**src/rtl/window_gen_3x3_if.sv**
```systemverilog
// Pixel-in / window-out bundle for the 3x3 window generator.
// The master drives the raster stream; the slave (the generator) drives the window.
interface window_gen_3x3_if #(
    parameter int N = 8
);
    logic [N-1:0] pix_in;
    logic         pix_valid;
    logic [N-1:0] sw_pixel_1;
    logic [N-1:0] sw_pixel_2;
    logic [N-1:0] sw_pixel_3;
    logic [N-1:0] sw_pixel_4;
    logic [N-1:0] sw_pixel_5;
    logic [N-1:0] sw_pixel_6;
    logic [N-1:0] sw_pixel_7;
    logic [N-1:0] sw_pixel_8;
    logic [N-1:0] sw_pixel_9;
    logic         win_valid;
    logic         frame_done;

    modport master (
        output pix_in, pix_valid,
        input  sw_pixel_1, sw_pixel_2, sw_pixel_3,
        input  sw_pixel_4, sw_pixel_5, sw_pixel_6,
        input  sw_pixel_7, sw_pixel_8, sw_pixel_9,
        input  win_valid, frame_done
    );

    modport slave (
        input  pix_in, pix_valid,
        output sw_pixel_1, sw_pixel_2, sw_pixel_3,
        output sw_pixel_4, sw_pixel_5, sw_pixel_6,
        output sw_pixel_7, sw_pixel_8, sw_pixel_9,
        output win_valid, frame_done
    );
endinterface

```
**src/rtl/window_gen_3x3.sv**
```systemverilog
// Streaming 3x3 sliding-window generator: two line buffers feed the right-hand
// column of a 3x3 register array; a window is flagged once it lies fully inside the image.
module window_gen_3x3 #(
    parameter int N     = 8,
    parameter int IMG_W = 8,
    parameter int IMG_H = 8
) (
    input  logic            clk,
    input  logic            rst_n,
    window_gen_3x3_if.slave bus
);
    localparam int CW = $clog2(IMG_W);
    localparam int RW = $clog2(IMG_H);

    logic [CW-1:0] r_col;
    logic [RW-1:0] r_row;
    logic [N-1:0]  r_lb1 [IMG_W];
    logic [N-1:0]  r_lb2 [IMG_W];
    logic [N-1:0]  r_win [3][3];
    logic          r_win_valid;
    logic          r_frame_done;

    logic          w_accept;
    logic          w_col_last;
    logic          w_row_last;
    logic [N-1:0]  w_top;
    logic [N-1:0]  w_mid;

    assign w_accept   = bus.pix_valid;
    assign w_col_last = (r_col == CW'(IMG_W - 1));
    assign w_row_last = (r_row == RW'(IMG_H - 1));
    assign w_top      = r_lb2[r_col];
    assign w_mid      = r_lb1[r_col];

    always_ff @(posedge clk or negedge rst_n) begin
        if (!rst_n) begin
            r_col <= '0;
            r_row <= '0;
        end else if (w_accept) begin
            if (w_col_last) begin
                r_col <= '0;
                r_row <= w_row_last ? '0 : r_row + 1'b1;
            end else begin
                r_col <= r_col + 1'b1;
            end
        end
    end

    // Line buffers are plain RAM; rows 0-1 never reach a valid window, so stale data stays hidden.
    always_ff @(posedge clk) begin
        if (w_accept) begin
            r_lb2[r_col] <= r_lb1[r_col];
            r_lb1[r_col] <= bus.pix_in;
        end
    end

    always_ff @(posedge clk or negedge rst_n) begin
        if (!rst_n) begin
            for (int r = 0; r < 3; r++) begin
                for (int c = 0; c < 3; c++) begin
                    r_win[r][c] <= '0;
                end
            end
            r_win_valid  <= 1'b0;
            r_frame_done <= 1'b0;
        end else begin
            r_win_valid  <= w_accept && (r_row >= RW'(2)) && (r_col >= CW'(2));
            r_frame_done <= w_accept && w_row_last && w_col_last;
            if (w_accept) begin
                for (int r = 0; r < 3; r++) begin
                    r_win[r][0] <= r_win[r][1];
                    r_win[r][1] <= r_win[r][2];
                end
                r_win[0][2] <= w_top;
                r_win[1][2] <= w_mid;
                r_win[2][2] <= bus.pix_in;
            end
        end
    end

    assign bus.sw_pixel_1 = r_win[0][0];
    assign bus.sw_pixel_2 = r_win[0][1];
    assign bus.sw_pixel_3 = r_win[0][2];
    assign bus.sw_pixel_4 = r_win[1][0];
    assign bus.sw_pixel_5 = r_win[1][1];
    assign bus.sw_pixel_6 = r_win[1][2];
    assign bus.sw_pixel_7 = r_win[2][0];
    assign bus.sw_pixel_8 = r_win[2][1];
    assign bus.sw_pixel_9 = r_win[2][2];
    assign bus.win_valid  = r_win_valid;
    assign bus.frame_done = r_frame_done;
endmodule

```
**src/flat_wrapper.sv**
```systemverilog
// flat-port wrapper written by rule: the top's interface ports become plain ports
module window_gen_3x3_flat 
#(
    parameter int N     = 8,
    parameter int IMG_W = 8,
    parameter int IMG_H = 8
)
  (clk, rst_n, bus_pix_in, bus_pix_valid, bus_sw_pixel_1, bus_sw_pixel_2, bus_sw_pixel_3, bus_sw_pixel_4, bus_sw_pixel_5, bus_sw_pixel_6, bus_sw_pixel_7, bus_sw_pixel_8, bus_sw_pixel_9, bus_win_valid, bus_frame_done);
  window_gen_3x3_if #(.N(N)) bus_i ();
  input  logic clk;
  input  logic rst_n;
  input wire logic [$bits(bus_i.pix_in)-1:0] bus_pix_in;
  input wire logic [$bits(bus_i.pix_valid)-1:0] bus_pix_valid;
  output wire logic [$bits(bus_i.sw_pixel_1)-1:0] bus_sw_pixel_1;
  output wire logic [$bits(bus_i.sw_pixel_2)-1:0] bus_sw_pixel_2;
  output wire logic [$bits(bus_i.sw_pixel_3)-1:0] bus_sw_pixel_3;
  output wire logic [$bits(bus_i.sw_pixel_4)-1:0] bus_sw_pixel_4;
  output wire logic [$bits(bus_i.sw_pixel_5)-1:0] bus_sw_pixel_5;
  output wire logic [$bits(bus_i.sw_pixel_6)-1:0] bus_sw_pixel_6;
  output wire logic [$bits(bus_i.sw_pixel_7)-1:0] bus_sw_pixel_7;
  output wire logic [$bits(bus_i.sw_pixel_8)-1:0] bus_sw_pixel_8;
  output wire logic [$bits(bus_i.sw_pixel_9)-1:0] bus_sw_pixel_9;
  output wire logic [$bits(bus_i.win_valid)-1:0] bus_win_valid;
  output wire logic [$bits(bus_i.frame_done)-1:0] bus_frame_done;
  assign bus_i.pix_in = bus_pix_in;
  assign bus_i.pix_valid = bus_pix_valid;
  assign bus_sw_pixel_1 = bus_i.sw_pixel_1;
  assign bus_sw_pixel_2 = bus_i.sw_pixel_2;
  assign bus_sw_pixel_3 = bus_i.sw_pixel_3;
  assign bus_sw_pixel_4 = bus_i.sw_pixel_4;
  assign bus_sw_pixel_5 = bus_i.sw_pixel_5;
  assign bus_sw_pixel_6 = bus_i.sw_pixel_6;
  assign bus_sw_pixel_7 = bus_i.sw_pixel_7;
  assign bus_sw_pixel_8 = bus_i.sw_pixel_8;
  assign bus_sw_pixel_9 = bus_i.sw_pixel_9;
  assign bus_win_valid = bus_i.win_valid;
  assign bus_frame_done = bus_i.frame_done;
  window_gen_3x3 #(.N(N), .IMG_W(IMG_W), .IMG_H(IMG_H)) u_core (.clk(clk), .rst_n(rst_n), .bus(bus_i));
endmodule
```
**config.mk**
```make
export PLATFORM = sky130hd
export DESIGN_NAME = window_gen_3x3_flat
export DESIGN_NICKNAME = d
export VERILOG_FILES = /design/src/rtl/window_gen_3x3_if.sv /design/src/rtl/window_gen_3x3.sv /design/src/flat_wrapper.sv
export SDC_FILE = /design/constraint.sdc
export NUM_CORES = 1
export LEC_CHECK = 0
export ABC_CLOCK_PERIOD_IN_PS = 2800
export BUFFER_PORTS_ARGS = -buffer_cell sky130_fd_sc_hd__buf_2
export CAP_MARGIN = 40
export CORE_MARGIN = 2
export CORE_UTILIZATION = 52
export DETAILED_ROUTE_END_ITERATION = 8
export PLACE_DENSITY = 0.81
export SLEW_MARGIN = 30
export SYNTH_ARGS = -nofsm -noshare
export SYNTH_HDL_FRONTEND = slang
export SYNTH_SLANG_ARGS = --single-unit
```
**constraint.sdc**
```tcl
create_clock -name clk -period 2.8 [get_ports clk]
set_input_delay 0 -clock clk [delete_from_list [all_inputs] [get_ports clk]]
set_output_delay 0 -clock clk [all_outputs]
set_load 0.01 [all_outputs]
```
# ---- Yosys cells after proc, flatten, opt, wreduce, memory -nomap -nowiden
# Memory sizes are Yosys's and may differ from the RTL's. A register that Yosys moved wholly into a read port is not among the register bits.
# Cells that the tools add are included.
dict set report word_totals {
  ram_bits 128
  ff_bits 72
  output_inout_bits 74
  memories 2
}
dict set report op_classes {
  magnitude_cmp 2
  n_mux 4
  add_sub_neg 2
  n_eq_ne 2
  reduce_logical 6
}
# memory depth width rd rd_ports_with_merged_regs wr line
set memory_table {}
lappend memory_table {u_core.r_lb1 8 8 1 0 1 window_gen_3x3.sv:17} ;# logic [N-1:0] r_lb1 [IMG_W];
lappend memory_table {u_core.r_lb2 8 8 1 1 1 window_gen_3x3.sv:18} ;# logic [N-1:0] r_lb2 [IMG_W];
# cell n
set op_table {}
lappend op_table {{$add 3x1->3 const B} 2}
lappend op_table {{$eq 3x3->1 const B} 2}
lappend op_table {{$ge 3x2->1 const B} 2}
lappend op_table {{$mux 3} 2}
lappend op_table {{$logic_and 1x1->1} 4}
lappend op_table {{$mux 1} 2}
lappend op_table {{$reduce_and 2->1} 1}
lappend op_table {{$logic_not 1->1} 1}

# ---- Longest topological paths before layout
# Gate-level depths: netlist of run 1.
dict set report depth {
  ltp_word 3
  mapped_depth 7
  mapped_depth_nobuf 5
}

# ---- Worst setup path before layout of run 1
# OpenSTA, ideal clock, no wires.
dict set report synth_timing {
  path_kind {reg-to-reg}
  from {register u_core.r_col[0]}
  to {memory u_core.r_lb1[0][0] (enable)}
  setup_slack_ns 0.158
  t_arrival_ns 2.233
  n_path_buf 4
  path_stages_with_launch 6
  period_less_slack_ns 2.642
  required_time_ns 2.391
  path_cell_list {dfrtp_1 > buf_2 > buf_2 > buf_4 > buf_4 > nor3_1}
}
# element line
set synth_rtl {}
lappend synth_rtl {{start, declared} window_gen_3x3.sv:15} ;# logic [CW-1:0] r_col;
lappend synth_rtl {{start signal, assigned} window_gen_3x3.sv:44} ;# r_col <= r_col + 1'b1;
lappend synth_rtl {{end, declared} window_gen_3x3.sv:17}
# No word-level cell before the write port.

# ---- Worst setup path in the final report of run 1
dict set report layout_timing {
  from {register u_core.r_col[1]}
  to {memory u_core.r_lb2[2][4], data pin}
}
dict set report layout_between {
  elab_chain_len 1
}
# element line
set layout_rtl {}
lappend layout_rtl {{$mem_v2 8x8} -}
lappend layout_rtl {{end, declared} window_gen_3x3.sv:18}
# Every way passes these cells.

==> results.ini, run 1 <==
[status]
status=finished clean

[floorplan]
fp.dieH_um=128
pin_count=85
die_w_um=128
start_util_pct=53.0
rows=45
core_area_um2=15100
dieArea_um2=16400

[power_and_ir_drop]
p_leak_nw=3.69
powerDensity_nw_per_um2=1060
irDropWorstVdd_uv=557

[place]
dp_slack_ns=0.546
dp_hpwl_um=10400
place_area_um2=8750
place_congestion=0.882
dp.cells=751
port_buffers=84

[cts]
cts_buffers=21
insertion_delay_ns=0.48
h-tree-depth=1
cts_tree=yes
cts.sinks=208
cts_root_buffer=clkbuf_16
cts-resized-gates=0
cts.clk_slew.worst_paths_ns=0.06
clk_path_buf_depth=3

[finish]
layout.cells.non_filler=798
largestRegisters=u_core.r_lb1 x64, u_core.r_lb2 x64
fillCellCount=1072
design_area_um2=9490
layout_common_cells=edfxtp_1 (128), buf_2 (82), mux2_2 (80)
multiInputGateArea_um2=2030
num_antenna_cells=0
syn_to_final_growth_pct=18.7
final_common_cell=edfxtp_1
fin_nets=612
seq_area_um2=5850
drive_gt1_share_pct=37.0

[logic_synthesis]
synth_cell_type_count=35
synth_warnings=0
synthCells=483
synth_edf_count=128
synth_seq_area_share_pct=73.1
synthesis.nets=499
ys_async_sr_fraction_pct=38.5
synth.avg_cell_area_um2=16.6
synth-seq-cells=208
synth_largest_area_cell=edfxtp_1
synth_area_leaders=edfxtp_1 (48%), dfrtp_1 (25%), mux2_2 (11%)
syn-cell-area_um2=8000
synth_top_flop_cell=edfxtp_1
yosysTopAreaCellShare_pct=48.1

[route]
first_iter_violations=442
via_per_inst=5.78
wirelength_um=16300
drt_pass1_iterations=5
detail-route-antenna-nets=0
wl_per_cell_um=20.4
drc=0
vias=4612

[critical_path]
path_buf_inv=1
cp-end-kind=flip-flop
crit_family=flip-flops
crit_chain=buf_4, nand2b_1, nor2_1, a21oi_1, nand2_1
crit_arrival_ns=2.52
slowest_delay_ns=0.73
critical_path_class=reg2reg
cp_slowest_cell=dfrtp_1
cp.required_ns=2.96
startpoint_type=flip-flop
worst-path-max-fanout=24

[timing]
worst_slack_ns=0.438
setup_viol=0
tns_ns=0
slew_headroom_pct=58.9
tightest_slew_ns=0.614
fin_crit_sh_pct=84.4
finalHoldViolCount=0
post-route-min-period_ns=2.36
slew_viol_final=0
timing.fmax_mhz=423
whs_ns=0.0155
finClkSkew_ns=0.00704
rsz0062_at_grt=false

[global_routing]
antenna_found_initial=0
overflow=0
grt_pass1_wl_um=25100
grt_pass1_vias=4604
grt_util_all_layers_pct=19.9
grt_start_max_net_pins=58

[job]
drv_cap=0

[hold_path]
min_path_type=in2async

-- metal layers --
layer  vias to the layer above  global-route usage (%)  share of wire, %  routed length [µm]
met5                         -                       0                 0                   0
met4                         0                    6.92               2.9                 475
met3                        33                    3.17               5.9                 963
met2                       185                    32.5                49                7930
met1                      2327                    27.5                42                6890
li1                       2067                       -                 -                   -
-- worst paths after layout --
check / start / depth (start not counted) / endpoint / slack [ns]
max: u_core.r_col[1]$_DFFE_PN0P_ / 5 / u_core.r_lb2[2][4]$_DFFE_PP_ / 0.44
min: rst_n / 2 / u_core.bus.frame_done$_DFF_PN0_ / 0.02
max reg2reg: u_core.r_col[1]$_DFFE_PN0P_ / 5 / u_core.r_lb2[2][4]$_DFFE_PP_ / 0.44
min reg2reg: u_core.bus.sw_pixel_4[1]$_DFFE_PN0P_ / 1 / u_core.bus.sw_pixel_4[1]$_DFFE_PN0P_ / 0.50
max in group asynchronous: rst_n / 3 / u_core.bus.sw_pixel_8[2]$_DFFE_PN0P_ / 2.18
min in group clk: bus_pix_in[6] / 2 / u_core.r_lb1[6][6]$_DFFE_PP_ / 0.34
-- area by class of cell --
type                       count  share of cell area, %
clock buffer                  28                   6.02
clock inverter                 9                  0.725
inverter                       3                  0.119
multi-input combinational    246                   21.4
sequential                   208                   61.6
tap                          188                   2.48
timing repair buffer         116                   7.62
-- report_power, final --
part / total [mW] / internal, mW / switching (mW) / leakage (nW)
clock network: 2.60 / 1.52 / 1.08 / 0.322
registers: 4.73 / 4.23 / 0.498 / 2.10
logic: 2.74 / 1.18 / 1.56 / 1.27
total: 10.1 / 6.93 / 3.14 / 3.69
-- logic make-up after synthesis --
kind of cell | after synthesis | share of synthesized area (%)
AND/OR/NAND/NOR | 66 | 3.91
flip-flops | 208 | 73.1
AO/OA/AOI/OAI | 69 | 6.09
adder cells (fa/ha/maj) | 5 | 0.782
buffers and inverters | 29 | 1.60
multiplexers | 106 | 14.5
-- synthesized netlist by cell type (3+ instances only) --
library cell	n
mux2_2	80
a221o_1	5
clkbuf_1	13
dfrtp_1	80
a22oi_1	13
a31oi_1	8
buf_1	4
buf_2	6
mux2i_1	25
inv_1	3
edfxtp_1	128
o22ai_1	9
ha_1	5
a211oi_1	4
o21ai_0	10
buf_4	3
a21oi_1	8
nor3_1	5
nand2_1	19
nor2b_1	4
o32a_1	7
or2_2	3
nand2b_1	3
nor2_1	23
-- per-stage QoR --
| stage | utilization (%) | total power, mW |
|---|---|---|
| floorplan | - | 6.36 |
| global placement | 57.8 | 7.32 |
| detailed placement | 58.0 | 7.49 |
| CTS | 62.9 | 10.1 |
| global route | 62.9 | 10.5 |
| finish | 62.9 | 10.1 |
-- timing repair --
action	4_1_cts	5_1_grt
setup endpoints to repair	0	0
hold endpoints to repair	153	0
setup buffers	0	0
hold buffers	10	0
(Power assumes the default switching activity.)
==> run 2: changes to the inputs <==
--- a/config.mk
+++ b/config.mk
@@ -5,7 +5,7 @@
 export SDC_FILE = /design/constraint.sdc
 export NUM_CORES = 1
 export LEC_CHECK = 0
-export ABC_CLOCK_PERIOD_IN_PS = 2800
+export ABC_CLOCK_PERIOD_IN_PS = 2000
 export BUFFER_PORTS_ARGS = -buffer_cell sky130_fd_sc_hd__buf_2
 export CAP_MARGIN = 40
 export CORE_MARGIN = 2
==> constraint.sdc (replaced) <==
create_clock -name clk -period 2 [get_ports clk]
set_input_delay 0 -clock clk [delete_from_list [all_inputs] [get_ports clk]]
set_output_delay 0 -clock clk [all_outputs]
set_load 0.01 [all_outputs]
==> run 2 against run 1 <==
Against the previous run: global-route usage up 1.5 points; critical endpoint is now u_core.r_lb2[7][3]$_DFFE_PP_; critical path type unchanged; routed wire length up 5.6%; core utilization up 1.5 points; fmax up 21%; sequential share of layout area down 1.4 points; largest cell class unchanged; first-iteration DRC count down 6.1%; clock power up 50%; final cell count up 2.3%.
==> results.ini, run 2 (same netlist as run 1, synthesis figures left out) <==
[cts]
cts.clk_slew.worst_paths_ns=0.06  ; about the same
clk_path_buf_depth=3  ; unchanged
cts_tree=yes
cts_root_buffer=clkbuf_16
insertion_delay_ns=0.48  ; about the same
h-tree-depth=1  ; unchanged
cts_buffers=21  ; unchanged
cts.sinks=208  ; unchanged

[critical_path]
critical_path_class=reg2reg
cp-end-kind=flip-flop
crit_arrival_ns=2.16  ; -0.36 ns
cp.required_ns=2.21  ; -0.75 ns
worst-path-max-fanout=8  ; -67%
startpoint_type=flip-flop

[timing]
tightest_slew_ns=0.651  ; +0.0370 ns
finalHoldViolCount=0  ; unchanged
tns_ns=0  ; unchanged
timing.fmax_mhz=513  ; +21%
post-route-min-period_ns=1.95  ; -0.414 ns
finClkSkew_ns=0.0102  ; +0.00318 ns
whs_ns=0.0380  ; +0.0225 ns
slew_headroom_pct=56.6  ; -2.4 points
slew_viol_final=0  ; unchanged
setup_viol=0  ; unchanged
fin_crit_sh_pct=97.4  ; +13 points

[route]
drc=0  ; unchanged
detail-route-antenna-nets=0  ; unchanged
wl_per_cell_um=21.0  ; +3.3%
drt_pass1_iterations=5  ; unchanged
via_per_inst=5.86  ; +1.4%
wirelength_um=17200  ; +5.6%
vias=4782  ; +3.7%
first_iter_violations=415  ; -6.1%

[floorplan]
pin_count=85  ; unchanged
start_util_pct=53.0  ; unchanged
die_w_um=128  ; unchanged
dieArea_um2=16400  ; unchanged
core_area_um2=15100  ; unchanged
rows=45  ; unchanged
fp.dieH_um=128  ; unchanged

[power_and_ir_drop]
irDropWorstVdd_uv=823  ; +48%
combPwrFrac_pct=29.1  ; +1.9 points
seqPwrFrac_pct=44.5  ; -2.4 points
power_switching_mw=4.51  ; +44%
powerDensity_nw_per_um2=1510  ; +43%
p_int_mw=10.2  ; +47%
p_leak_nw=3.81  ; +3.1%
power_mw=14.7  ; +46%
sw_frac_of_total_pct=30.6  ; -0.55 points
pwr-share-clk_pct=26.5  ; +0.7 points

[global_routing]
grt_pass1_vias=4780  ; +3.8%
antenna_found_initial=0  ; unchanged
grt_start_max_net_pins=52  ; -10%
grt_pass1_wl_um=27000  ; +7.7%
overflow=0  ; unchanged
grt_util_all_layers_pct=21.4  ; +1.5 points

[finish]
largestRegisters=u_core.r_lb1 x64, u_core.r_lb2 x64
num_antenna_cells=0  ; unchanged
final_common_cell=edfxtp_1
drive_gt1_share_pct=39.5  ; +2.4 points
utilization_pct=64.4  ; +1.5 points
syn_to_final_growth_pct=21.6
layout.cells.non_filler=816  ; +2.3%
fin_nets=630  ; +2.9%
layout_common_cells=edfxtp_1 (128), buf_2 (82), mux2_2 (80)

[place]
dp_hpwl_um=11300  ; +8.6%
place_congestion=0.905  ; +2.6%
dp.cells=766  ; +2.0%
port_buffers=84  ; unchanged

[hold_path]
min_path_type=in2async

[status]
status=finished clean

[job]
drv_cap=0  ; unchanged

run 2: path summary, 6_finish.rpt:
kind	depth (start not counted)	slack [ns]	from	to
min in group clk	2	0.34	bus_pix_in[1]	u_core.r_lb1[6][1]$_DFFE_PP_
worst min register to register	1	0.50	u_core.bus.sw_pixel_1[2]$_DFFE_PN0P_	u_core.bus.sw_pixel_1[2]$_DFFE_PN0P_
worst max register to register	5	0.05	u_core.r_col[0]$_DFFE_PN0P_	u_core.r_lb2[7][3]$_DFFE_PP_
max in group asynchronous	3	1.35	rst_n	u_core.bus.frame_done$_DFF_PN0_
worst max-delay path	5	0.05	u_core.r_col[0]$_DFFE_PN0P_	u_core.r_lb2[7][3]$_DFFE_PP_
worst min-delay path	2	0.04	rst_n	u_core.bus.sw_pixel_7[3]$_DFFE_PN0P_
run 2: power groups by stage:
stage,combinational (mW),sequential [mW],clock [mW]
floorplan,2.24,6.69,0
global placement,3.95,6.54,0
detailed placement,4.10,6.62,0
CTS,4.18,6.55,3.97
global route,4.62,6.65,4.14
finish,4.28,6.54,3.90
run 2: cell type report:
cell class	instances	area, µm²
clock inverter	8	114
inverter	3	11.3
tap	188	235
clock buffer	29	576
fill	990	5370
sequential	208	5850
multi-input combinational	246	2060
timing repair buffer	134	881
run 2: repair_timing:
item / CTS / global route
endpoints found under the hold margin: 154 / 0
endpoints found under the setup margin: 0 / 56
setup buffers: 0 / 3
resized for setup: 0 / 5
hold buffers: 10 / 0
run 2: per-stage QoR:
stage	instance area [µm²]	worst slack (ns)
after CTS	9680	0.0209
after detailed placement	8890	0.0563
after global routing	9720	-0.0000449
after floorplan	8020	-0.156
final	9720	0.0518
after global placement	8890	0.123
run 2: critical path, stage by stage (launching register included):
cell            delay, ns
dfrtp_2              0.44
dlymetal6s2s_1       0.22
mux2_2               0.37
a22oi_1              0.14
nor2_1               0.09
or3b_4               0.42
run 2: metal layers:
layer | up-vias | global-route usage (%) | share of wire (%)
met4 | 0 | 6.14 | 2.5
met2 | 212 | 35.9 | 50
met1 | 2430 | 28.9 | 40
met5 | - | 0 | 0
met3 | 39 | 4.13 | 7.2
li1 | 2101 | - | -
